`config.mk`:
```
export PLATFORM = sky130hd
export DESIGN_NAME = instr_fetch_ctrl_flat
export DESIGN_NICKNAME = d
export VERILOG_FILES = /design/src/rtl/instr_fetch_ctrl_pkg.sv /design/src/rtl/instr_fetch_ctrl_if.sv /design/src/rtl/instr_fetch_ctrl_buf.sv /design/src/rtl/instr_fetch_ctrl.sv /design/src/flat_wrapper.sv
export SDC_FILE = /design/constraint.sdc
export NUM_CORES = 1
export LEC_CHECK = 0
export CAP_MARGIN = 10
export CORE_ASPECT_RATIO = 1.5
export CORE_MARGIN = 1
export CORE_UTILIZATION = 49
export DETAILED_ROUTE_END_ITERATION = 10
export GPL_TIMING_DRIVEN = 1
export PLACE_DENSITY = 0.75
export SETUP_SLACK_MARGIN = 0.5
export SLEW_MARGIN = 20
export SYNTH_ARGS = -nofsm -noshare
export SYNTH_HDL_FRONTEND = slang
export SYNTH_SLANG_ARGS = --single-unit
export TNS_END_PERCENT = 1
```
`constraint.sdc`:
```
create_clock -name clk -period 5.1 [get_ports clk]
set_clock_uncertainty 0.2 [all_clocks]
set_input_delay 0.765 -clock clk [delete_from_list [all_inputs] [get_ports clk]]
set_output_delay 0.765 -clock clk [all_outputs]
set_load 0.05 [all_outputs]
```
`src/rtl/instr_fetch_ctrl_pkg.sv`:
```
// Shared types and constants for the instruction fetch sequencer.
// Imported by the interface, the prefetch buffer and the top level.
package instr_fetch_ctrl_pkg;

    localparam int ADDR_W    = 16;
    localparam int INSTR_W   = 16;
    localparam int BUF_DEPTH = 2;

    localparam logic [ADDR_W-1:0]  RESET_PC = 16'h0000;
    localparam logic [INSTR_W-1:0] NOP      = 16'h0000;
    localparam logic [ADDR_W-1:0]  PC_INC   = 16'd2;

    typedef enum logic [1:0] {
        ST_IDLE   = 2'd0,
        ST_RUN    = 2'd1,
        ST_HALTED = 2'd2
    } fetch_state_t;

    typedef struct packed {
        logic [ADDR_W-1:0]  pc;
        logic [INSTR_W-1:0] instr;
    } fetch_ent_t;

endpackage

```
`src/rtl/instr_fetch_ctrl_if.sv`:
```
// ROM, control and decode-side handshake bundle of the fetch sequencer.
// master = fetch sequencer, slave = ROM/pipeline environment.
interface instr_fetch_ctrl_if;
    import instr_fetch_ctrl_pkg::*;

    logic [ADDR_W-1:0]  rom_addr;
    logic [INSTR_W-1:0] rom_data;
    logic               redirect_valid;
    logic [ADDR_W-1:0]  redirect_addr;
    logic               halt;
    logic               out_valid;
    logic               out_ready;
    logic [INSTR_W-1:0] out_instr;
    logic [ADDR_W-1:0]  out_pc;
    logic               busy;
    logic               misalign_err;

    modport master (
        output rom_addr, out_valid, out_instr, out_pc, busy, misalign_err,
        input  rom_data, redirect_valid, redirect_addr, halt, out_ready
    );

    modport slave (
        input  rom_addr, out_valid, out_instr, out_pc, busy, misalign_err,
        output rom_data, redirect_valid, redirect_addr, halt, out_ready
    );

endinterface

```
`src/rtl/instr_fetch_ctrl_buf.sv`:
```
// Prefetch FIFO of {pc, instr} entries; flush beats push.
// Push on a full buffer is accepted only when a pop happens on the same edge.
module instr_fetch_ctrl_buf
    import instr_fetch_ctrl_pkg::*;
#(
    parameter int DEPTH = BUF_DEPTH
) (
    input  logic       clk,
    input  logic       rst,
    input  logic       i_push,
    input  logic       i_pop,
    input  logic       i_flush,
    input  fetch_ent_t i_data,
    output logic       o_full,
    output logic       o_empty,
    output fetch_ent_t o_head
);

    localparam int AW = (DEPTH > 1) ? $clog2(DEPTH) : 1;

    fetch_ent_t   r_mem [DEPTH];
    logic [AW:0]  r_wr;
    logic [AW:0]  r_rd;
    logic [AW:0]  w_cnt;
    logic         w_do_pop;
    logic         w_do_push;

    assign w_cnt     = r_wr - r_rd;
    assign o_full    = (w_cnt == (AW+1)'(DEPTH));
    assign o_empty   = (r_wr == r_rd);
    assign o_head    = r_mem[r_rd[AW-1:0]];
    assign w_do_pop  = i_pop & ~o_empty;
    assign w_do_push = i_push & (~o_full | w_do_pop);

    // Pointer update; reset and flush both empty the buffer
    always_ff @(posedge clk) begin
        if (rst || i_flush) begin
            r_wr <= '0;
            r_rd <= '0;
        end else begin
            if (w_do_push) r_wr <= r_wr + 1'b1;
            if (w_do_pop)  r_rd <= r_rd + 1'b1;
        end
    end

    // Entry storage; contents are don't-care while the slot is empty
    always_ff @(posedge clk) begin
        if (!rst && !i_flush && w_do_push)
            r_mem[r_wr[AW-1:0]] <= i_data;
    end

endmodule

```
`src/rtl/instr_fetch_ctrl.sv`:
```
// Instruction fetch sequencer: owns the fetch PC, fills the prefetch
// buffer from the async ROM and hands {pc, instr} to decode.
module instr_fetch_ctrl
    import instr_fetch_ctrl_pkg::*;
#(
    parameter logic [ADDR_W-1:0] P_RESET_PC  = RESET_PC,
    parameter int                P_BUF_DEPTH = BUF_DEPTH
) (
    input logic                 clk,
    input logic                 rst,
    instr_fetch_ctrl_if.master  bus
);

    fetch_state_t      r_state;
    fetch_state_t      w_state_nxt;
    logic [ADDR_W-1:0] r_fetch_pc;
    logic              r_misalign;

    logic       w_full;
    logic       w_empty;
    logic       w_pop;
    logic       w_push;
    logic       w_redir;
    fetch_ent_t w_head;
    fetch_ent_t w_new;

    assign w_redir = bus.redirect_valid & (r_state != ST_IDLE);
    assign w_pop   = ~w_empty & bus.out_ready;
    assign w_push  = (r_state == ST_RUN) & ~w_redir & ~bus.halt
                   & (~w_full | w_pop);
    assign w_new   = '{pc: r_fetch_pc, instr: bus.rom_data};

    instr_fetch_ctrl_buf #(
        .DEPTH (P_BUF_DEPTH)
    ) u_fetch_buf (
        .clk     (clk),
        .rst     (rst),
        .i_push  (w_push),
        .i_pop   (w_pop),
        .i_flush (w_redir),
        .i_data  (w_new),
        .o_full  (w_full),
        .o_empty (w_empty),
        .o_head  (w_head)
    );

    assign bus.rom_addr     = r_fetch_pc;
    assign bus.out_valid    = ~w_empty;
    assign bus.out_instr    = w_empty ? NOP : w_head.instr;
    assign bus.out_pc       = w_empty ? '0 : w_head.pc;
    assign bus.busy         = (r_state == ST_RUN);
    assign bus.misalign_err = r_misalign;

    // FSM state register
    always_ff @(posedge clk) begin
        if (rst) r_state <= ST_IDLE;
        else     r_state <= w_state_nxt;
    end

    // FSM next state: IDLE leaves on the first edge out of reset
    always_comb begin
        w_state_nxt = r_state;
        unique case (r_state)
            ST_IDLE:   w_state_nxt = ST_RUN;
            ST_RUN:    if (bus.halt)  w_state_nxt = ST_HALTED;
            ST_HALTED: if (!bus.halt) w_state_nxt = ST_RUN;
            default:   w_state_nxt = ST_IDLE;
        endcase
    end

    // Fetch PC: redirect target (halfword aligned) or sequential advance
    always_ff @(posedge clk) begin
        if (rst)
            r_fetch_pc <= P_RESET_PC;
        else if (w_redir)
            r_fetch_pc <= {bus.redirect_addr[ADDR_W-1:1], 1'b0};
        else if (w_push)
            r_fetch_pc <= r_fetch_pc + PC_INC;
    end

    // Sticky flag for odd redirect targets
    always_ff @(posedge clk) begin
        if (rst)
            r_misalign <= 1'b0;
        else if (w_redir && bus.redirect_addr[0])
            r_misalign <= 1'b1;
    end

endmodule

```
`src/flat_wrapper.sv`:
```
// flat-port wrapper written by rule: the top's interface ports become plain ports
module instr_fetch_ctrl_flat import instr_fetch_ctrl_pkg::*;
#(
    parameter logic [ADDR_W-1:0] P_RESET_PC  = RESET_PC,
    parameter int                P_BUF_DEPTH = BUF_DEPTH
)
  (clk, rst, bus_rom_addr, bus_out_valid, bus_out_instr, bus_out_pc, bus_busy, bus_misalign_err, bus_rom_data, bus_redirect_valid, bus_redirect_addr, bus_halt, bus_out_ready);
  instr_fetch_ctrl_if bus_i ();
  input logic clk;
  input logic rst;
  output wire logic [$bits(bus_i.rom_addr)-1:0] bus_rom_addr;
  output wire logic [$bits(bus_i.out_valid)-1:0] bus_out_valid;
  output wire logic [$bits(bus_i.out_instr)-1:0] bus_out_instr;
  output wire logic [$bits(bus_i.out_pc)-1:0] bus_out_pc;
  output wire logic [$bits(bus_i.busy)-1:0] bus_busy;
  output wire logic [$bits(bus_i.misalign_err)-1:0] bus_misalign_err;
  input wire logic [$bits(bus_i.rom_data)-1:0] bus_rom_data;
  input wire logic [$bits(bus_i.redirect_valid)-1:0] bus_redirect_valid;
  input wire logic [$bits(bus_i.redirect_addr)-1:0] bus_redirect_addr;
  input wire logic [$bits(bus_i.halt)-1:0] bus_halt;
  input wire logic [$bits(bus_i.out_ready)-1:0] bus_out_ready;
  assign bus_rom_addr = bus_i.rom_addr;
  assign bus_out_valid = bus_i.out_valid;
  assign bus_out_instr = bus_i.out_instr;
  assign bus_out_pc = bus_i.out_pc;
  assign bus_busy = bus_i.busy;
  assign bus_misalign_err = bus_i.misalign_err;
  assign bus_i.rom_data = bus_rom_data;
  assign bus_i.redirect_valid = bus_redirect_valid;
  assign bus_i.redirect_addr = bus_redirect_addr;
  assign bus_i.halt = bus_halt;
  assign bus_i.out_ready = bus_out_ready;
  instr_fetch_ctrl #(.P_RESET_PC(P_RESET_PC), .P_BUF_DEPTH(P_BUF_DEPTH)) u_core (.clk(clk), .rst(rst), .bus(bus_i));
endmodule
```
* Word-level counts from Yosys, hierarchy flattened
Memories as Yosys holds them, arrays and structs flattened. A register that Yosys moved wholly into a read port is not among the register bits.
Index checks and enable logic that the tools add are counted.
** Storage, ports and cells
- Bits in latches :: 0
- ROM bits :: 0
- Bits in writable memories :: 64
- Bits of input ports :: 37
- Output and inout bits :: 51
- Register bits after elaboration :: 23
- Word-level logic and storage cells :: 52
- Memories kept :: 1
** Cells by class
- Order comparisons :: 0
- Add/subtract/negate cells :: 4
- Bitwise gates (word level) :: 13
- Shift operators :: 0
- Equal/unequal tests :: 6
- Div/mod/pow operators :: 0
- $mul :: 0
- Mux-type cells :: 11
- Reduce and logical (&&, ||, !) cells :: 11
** Memory list
- u_core.u_fetch_buf.r_mem :: words 2, bits a word 32, read ports 1, clocked after Yosys merged registers in 1, write ports 1, line instr_fetch_ctrl_buf.sv:21 : fetch_ent_t r_mem [DEPTH];
** Operators by type and width (count)
- 16-bit two-way mux :: 4
- 16-bit by 2-bit adder with 16-bit output, second input constant :: 1
- 1-bit AND :: 7
- 2-bit one-hot mux with 3 select lines :: 1
- 2-bit by 1-bit adder with 2-bit output, second input constant :: 2
- 2-bit equality test, second input constant :: 2
- 1-bit two-way mux :: 4
- 2-bit two-way mux :: 2
- 1-bit NOT :: 4
- 2-bit nonzero test :: 2
- 1-bit logical AND :: 3
- 2-bit by 1-bit equality test with 1-bit output, second input constant :: 1
- 2-bit equality test :: 1
- 1-bit zero test :: 2
- 2-bit zero test :: 1
- 2-bit by 1-bit != test with 1-bit output, second input constant :: 1
- 2-bit != test, second input constant :: 1
- 1-bit OR :: 2
- 2-bit AND reduction :: 1
- 2-bit OR reduction :: 1
- 2-bit subtractor :: 1
- 1-bit logical OR :: 1

* Depth between registers and ports, before layout
- Depth after elaboration :: 10
- Mapped depth :: 7
- Depth with buffers taken out :: 6

* Modules after synthesis
A second synthesis with hierarchy kept.
** Second synthesis, totals
- Cells, all modules :: 293
- Area, all modules :: 3839.9 µm²
** By module, submodules not included
- instr_fetch_ctrl_buf :: area an instance 2608.8 µm², instances 1, seq. area each 2021.9 µm², cells an instance 136
- instr_fetch_ctrl :: area an instance 1231.2 µm², instances 1, seq. area each 360.3 µm², cells an instance 157

* Worst setup path before layout
OpenSTA, ideal clock, no wires.
- Kind :: input to register
- From :: input port bus_redirect_valid
- To :: memory u_core.u_fetch_buf.r_mem[0][0] (netlist bit), enable pin
- Setup slack :: 441 ps
- Data required time :: 4436 ps
- Path buffers :: 1
- Cell stages on the path :: 4
- Arrival :: 3994 ps
- Library setup time :: 464 ps
- Path through :: or4b_4 a31oi_2 buf_6 nor3b_1
** On the way
- Cells in the longest elaborated chain, start to end :: 9
- Elaborated cells between the ends (all ways) :: 11
- Those cells by class :: 2 x mux; 6 x bitwise; 3 x reduce/logical
** RTL lines
- start, declared :: line flat_wrapper.sv:18 : input wire logic [$bits(bus_i.redirect_valid)-1:0] bus_redirect_valid;
- 1-bit AND * :: line instr_fetch_ctrl.sv:27 : assign w_redir = bus.redirect_valid & (r_state != ST_IDLE);
- 1-bit NOT :: line instr_fetch_ctrl.sv:29 : assign w_push = (r_state == ST_RUN) & ~w_redir & ~bus.halt
- 1-bit AND (2 in series) :: line instr_fetch_ctrl.sv:29
- 1-bit AND :: line instr_fetch_ctrl.sv:30 : & (~w_full | w_pop);
- 1-bit AND :: line instr_fetch_ctrl_buf.sv:33 : assign w_do_push = i_push & (~o_full | w_do_pop);
- 1-bit logical AND * :: line instr_fetch_ctrl_buf.sv:48 : if (!rst && !i_flush && w_do_push)
- 1-bit two-way mux * :: line instr_fetch_ctrl_buf.sv:48
- 1-bit two-way mux (implied by the code) * :: line instr_fetch_ctrl_buf.sv:49 : r_mem[r_wr[AW-1:0]] <= i_data;
- end, declared :: line instr_fetch_ctrl_buf.sv:21
Every way passes the cells marked *; elsewhere a longest branch is shown, timed or not.

* Worst setup path in the final report
- From :: register u_core.u_fetch_buf.r_wr[0]
- To :: output port bus_out_pc[8]
** On the way
- Cells in the longest elaborated chain, start to end :: 2
** RTL lines
- start, declared :: line instr_fetch_ctrl_buf.sv:22 : logic [AW:0] r_wr;
- start signal, assigned :: line instr_fetch_ctrl_buf.sv:41 : if (w_do_push) r_wr <= r_wr + 1'b1;
- 2-bit equality test :: line instr_fetch_ctrl_buf.sv:30 : assign o_empty = (r_wr == r_rd);
- 16-bit two-way mux :: line instr_fetch_ctrl.sv:50 : assign bus.out_pc = w_empty ? '0 : w_head.pc;
- end, declared :: line flat_wrapper.sv:14 : output wire logic [$bits(bus_i.out_pc)-1:0] bus_out_pc;
Every way passes these cells.

==> results.toml <==
[status]
outcome = "finished clean"

[hold_path]
min_from = "u_core.bus.misalign_err"
min_to = "u_core.bus.misalign_err"
min_path_type = "flop to flop"
whs_path_depth = 2

[routing]
drtPass1Iterations = 4
route.detailed.drc = 0
via_per_inst = 5.10
detail-route-antenna-nets = 0
wirelength_um = 6720
first_iter_violations = 147
vias = 2387
wl_per_cell_um = 14.4

[synthesis]
ys_ff_latch = 85
synth_mux_area_frac = 0.0858
synth_top_cells_by_count = "edfxtp_1, nor2_1, mux2i_1, dfxtp_1, xor2_1"
synth_xor_area_frac = 0.0412
synth_simple_gate_area_frac = 0.116
ys_dominant_reg_cell = "edfxtp_1"
yosys.area.top_type_share = 0.515
synth-adder-area-share = 0.00623
synth_area_mm2 = 0.00361
post-synth-top-count-cell = "edfxtp_1"
synth_compound_area_frac = 0.0710
ys.warnings.count = 0
synth.yosys.seq_area_share = 0.642
synth_top_family_by_area = "simple AND/OR/NAND/NOR gates"
synth_top_cell_by_area = "edfxtp_1"
async_flop_share = 0
synth-edff-count = 62
synth_area_leaders = "edfxtp_1, dfxtp_1, mux2i_1, nor2_1, xor2_1"
netlist_instances = 281
synth_cell_types = 44
avgSynthCellArea_um2 = 12.9

[place]
hpwlAfterDp_um = 4630
gp_congestion = 0.775
io_buffers = 85

[critical_path]
critical_path_class = "flop to output port"
path_depth = 5
cp.arrival_ps = 2770
crit_chain = "xnor2_1, and2_1, buf_4, nor2_1, clkdlybuf4s50_1"
critPathRequiredTime_ps = 4140
r2r-end = "u_core.u_fetch_buf.r_mem[1][6]"
crit_path_max_fanout = 18
rr_startpoint = "u_core.r_state[0]"
start_kind = "flop"
crit_path_end_kind = "output port"
cpPeakStageDelay_ps = 710
r2r_cells = 3
cp_num_buf_inv = 2
cp_top_family = "buffers and inverters"
cp_slowest_cell = "clkdlybuf4s50_1"
rrSetupSlack_ps = 2140

[power_and_ir_drop]
sw_frac_of_total = 0.259
clkPwrFrac = 0.327
p_leak_nw = 1.53
p_switching_uw = 392
seq_power_share = 0.517
intPower_mw = 1.12
vdd_drop_max_uv = 185
power_density_mw_per_mm2 = 319
combPwrFrac = 0.156

[final_layout]
nets = 401
seqCellArea_mm2 = 0.00232
fillers = 557
antennaDiodeCount = 0
fin_util = 0.660
multi_input_area_mm2 = 0.00118
drive_above_1_share = 0.0842
syn_to_final_growth_pct = 31.2

[timing]
worst_pin_slew_ps = 939
layout_worst_path_cycle_share = 0.732
relSlewSlack = 0.374
setup_viol = 0
slew_violations = 0
max_freq_ghz = 0.268
fin_tns_setup_ps = 0
rsz0062_at_grt = "no"
hold_viol_final = 0
min_period_ps = 3730

[clock_tree]
cts_setup_buffers = 0
path_clk_slew_ps = 80
cts_root_buffer = "clkbuf_8"
cts_made_buffers = 9
cts_hold_buffers = 0
clk_latency_ps = 340
cts_sinks = 85
clk_path_buf_depth = 2
cts_tree = "yes"
cts_resized = 0
cts_max_level = 3

[grt]
grt_overflow = 0
antenna_found_initial = 0
grt_pass1_wl_um = 10900
grt_max_degree = 32
track_usage = 0.186
grt_pass1_vias = 2306

[floorplan]
rows = 38
die-area_mm2 = 0.00773
fp.dieW_um = 72.1
io-pin-count = 88
start_util = 0.503
die_h_um = 107
core_area_mm2 = 0.00718

[job]
maxCapViolations = 0
-- worst reg2reg max path: cells and delay by family, from the launching register on --
kind	cells	cell delay, ps
AO/OA/AOI/OAI	1	630
flip-flops	1	470
AND/OR/NAND/NOR	2	1280
-- state kept, by name, indices dropped and copies added, names as in the netlist, named ones only --
register and count:
u_core.u_fetch_buf.r_wr 2, u_core.u_fetch_buf.r_rd 2, u_core.bus.rom_addr 15, u_core.u_fetch_buf.r_mem 62, u_core.bus.misalign_err 1, u_core.r_state 2
-- stage by stage --
stage	hold slack [ps]	cells	area, um^2	power [mW]	worst slack (ps)
3_5_place_dp	263	452	4520	1.03	1310
3_3_place_gp	253	452	4520	1.03	1360
6_report	278	468	4740	1.51	1370
4_1_cts	282	468	4740	1.52	1350
2_1_floorplan	338	282	3620	0.944	1540
5_1_grt	311	468	4740	1.57	1210
-- final cells by class --
class | count | area share
sequential | 85 | 0.490
multi-input combinational | 173 | 0.248
timing repair buffer | 88 | 0.184
clock buffer | 12 | 0.0351
tap | 100 | 0.0264
clock inverter | 4 | 0.0113
inverter | 6 | 0.00475
-- power by group through the flow --
stage	Sequential (mW)	Clock (mW)	Combinational (mW)
after detailed placement	0.798	0	0.236
after global routing	0.786	0.532	0.248
final	0.782	0.495	0.236
after global placement	0.797	0	0.234
after CTS	0.783	0.501	0.237
after floorplan	0.817	0	0.127
-- per-layer routing --
layer | vias to the layer above | wire length, um | global-route usage
li1 | 1184 | - | -
met1 | 1121 | 2900 | 0.238
met2 | 71 | 3440 | 0.300
met3 | 11 | 251 | 0.0273
met4 | 0 | 131 | 0.104
met5 | - | 0 | 0
-- worst max-delay path by stage --
stage | start | to | slack (ps)
final | u_core.u_fetch_buf.r_wr[0] | bus_out_pc[8] | 1370
after global routing | u_core.u_fetch_buf.r_wr[0] | bus_out_pc[8] | 1210
after CTS | u_core.u_fetch_buf.r_wr[0] | bus_out_pc[8] | 1350
after detailed placement | bus_redirect_valid | u_core.u_fetch_buf.r_mem[1][2] | 1310
after global placement | bus_redirect_valid | u_core.u_fetch_buf.r_mem[1][11] | 1360
after floorplan | bus_redirect_valid | u_core.u_fetch_buf.r_mem[0][0] | 1540
-- cells in the final DEF (no fill, tap or decap), drive strengths merged --
master and instances:
nor3 1, and4 2, inv 7, edfxtp 62, nand3 6, nand2b 2, xor2 11, conb 2
a311oi 2, clkdlybuf4s50 85, a31oi 1, ha 1, o31a 3, maj3 1, dfxtp 23, o22a 1
and3 3, a211oi 9, clkbuf 12, a32oi 1, and2 1, bufinv 1, nand2 11, and2b 1
o21a 1, nor3b 2, nor2 53, o21ai 2, o22ai 1, a21oi 7, buf 3, or4b 1
o32ai 4, mux2i 31, nand4 5, xnor2 6, clkinv 2, a32o 1
-- kinds of logic (layout without fill, tap and decap cells) --
logic type      Yosys count  in the layout
compound gates           33             33
other cells               1              2
flops                    85             85
xor+xnor                 17             17
fa+ha+maj                 2              2
simple gates             88             88
buf+inv                  24            110
mux                      31             31
No activity file was read; power rests on OpenSTA's default activity.
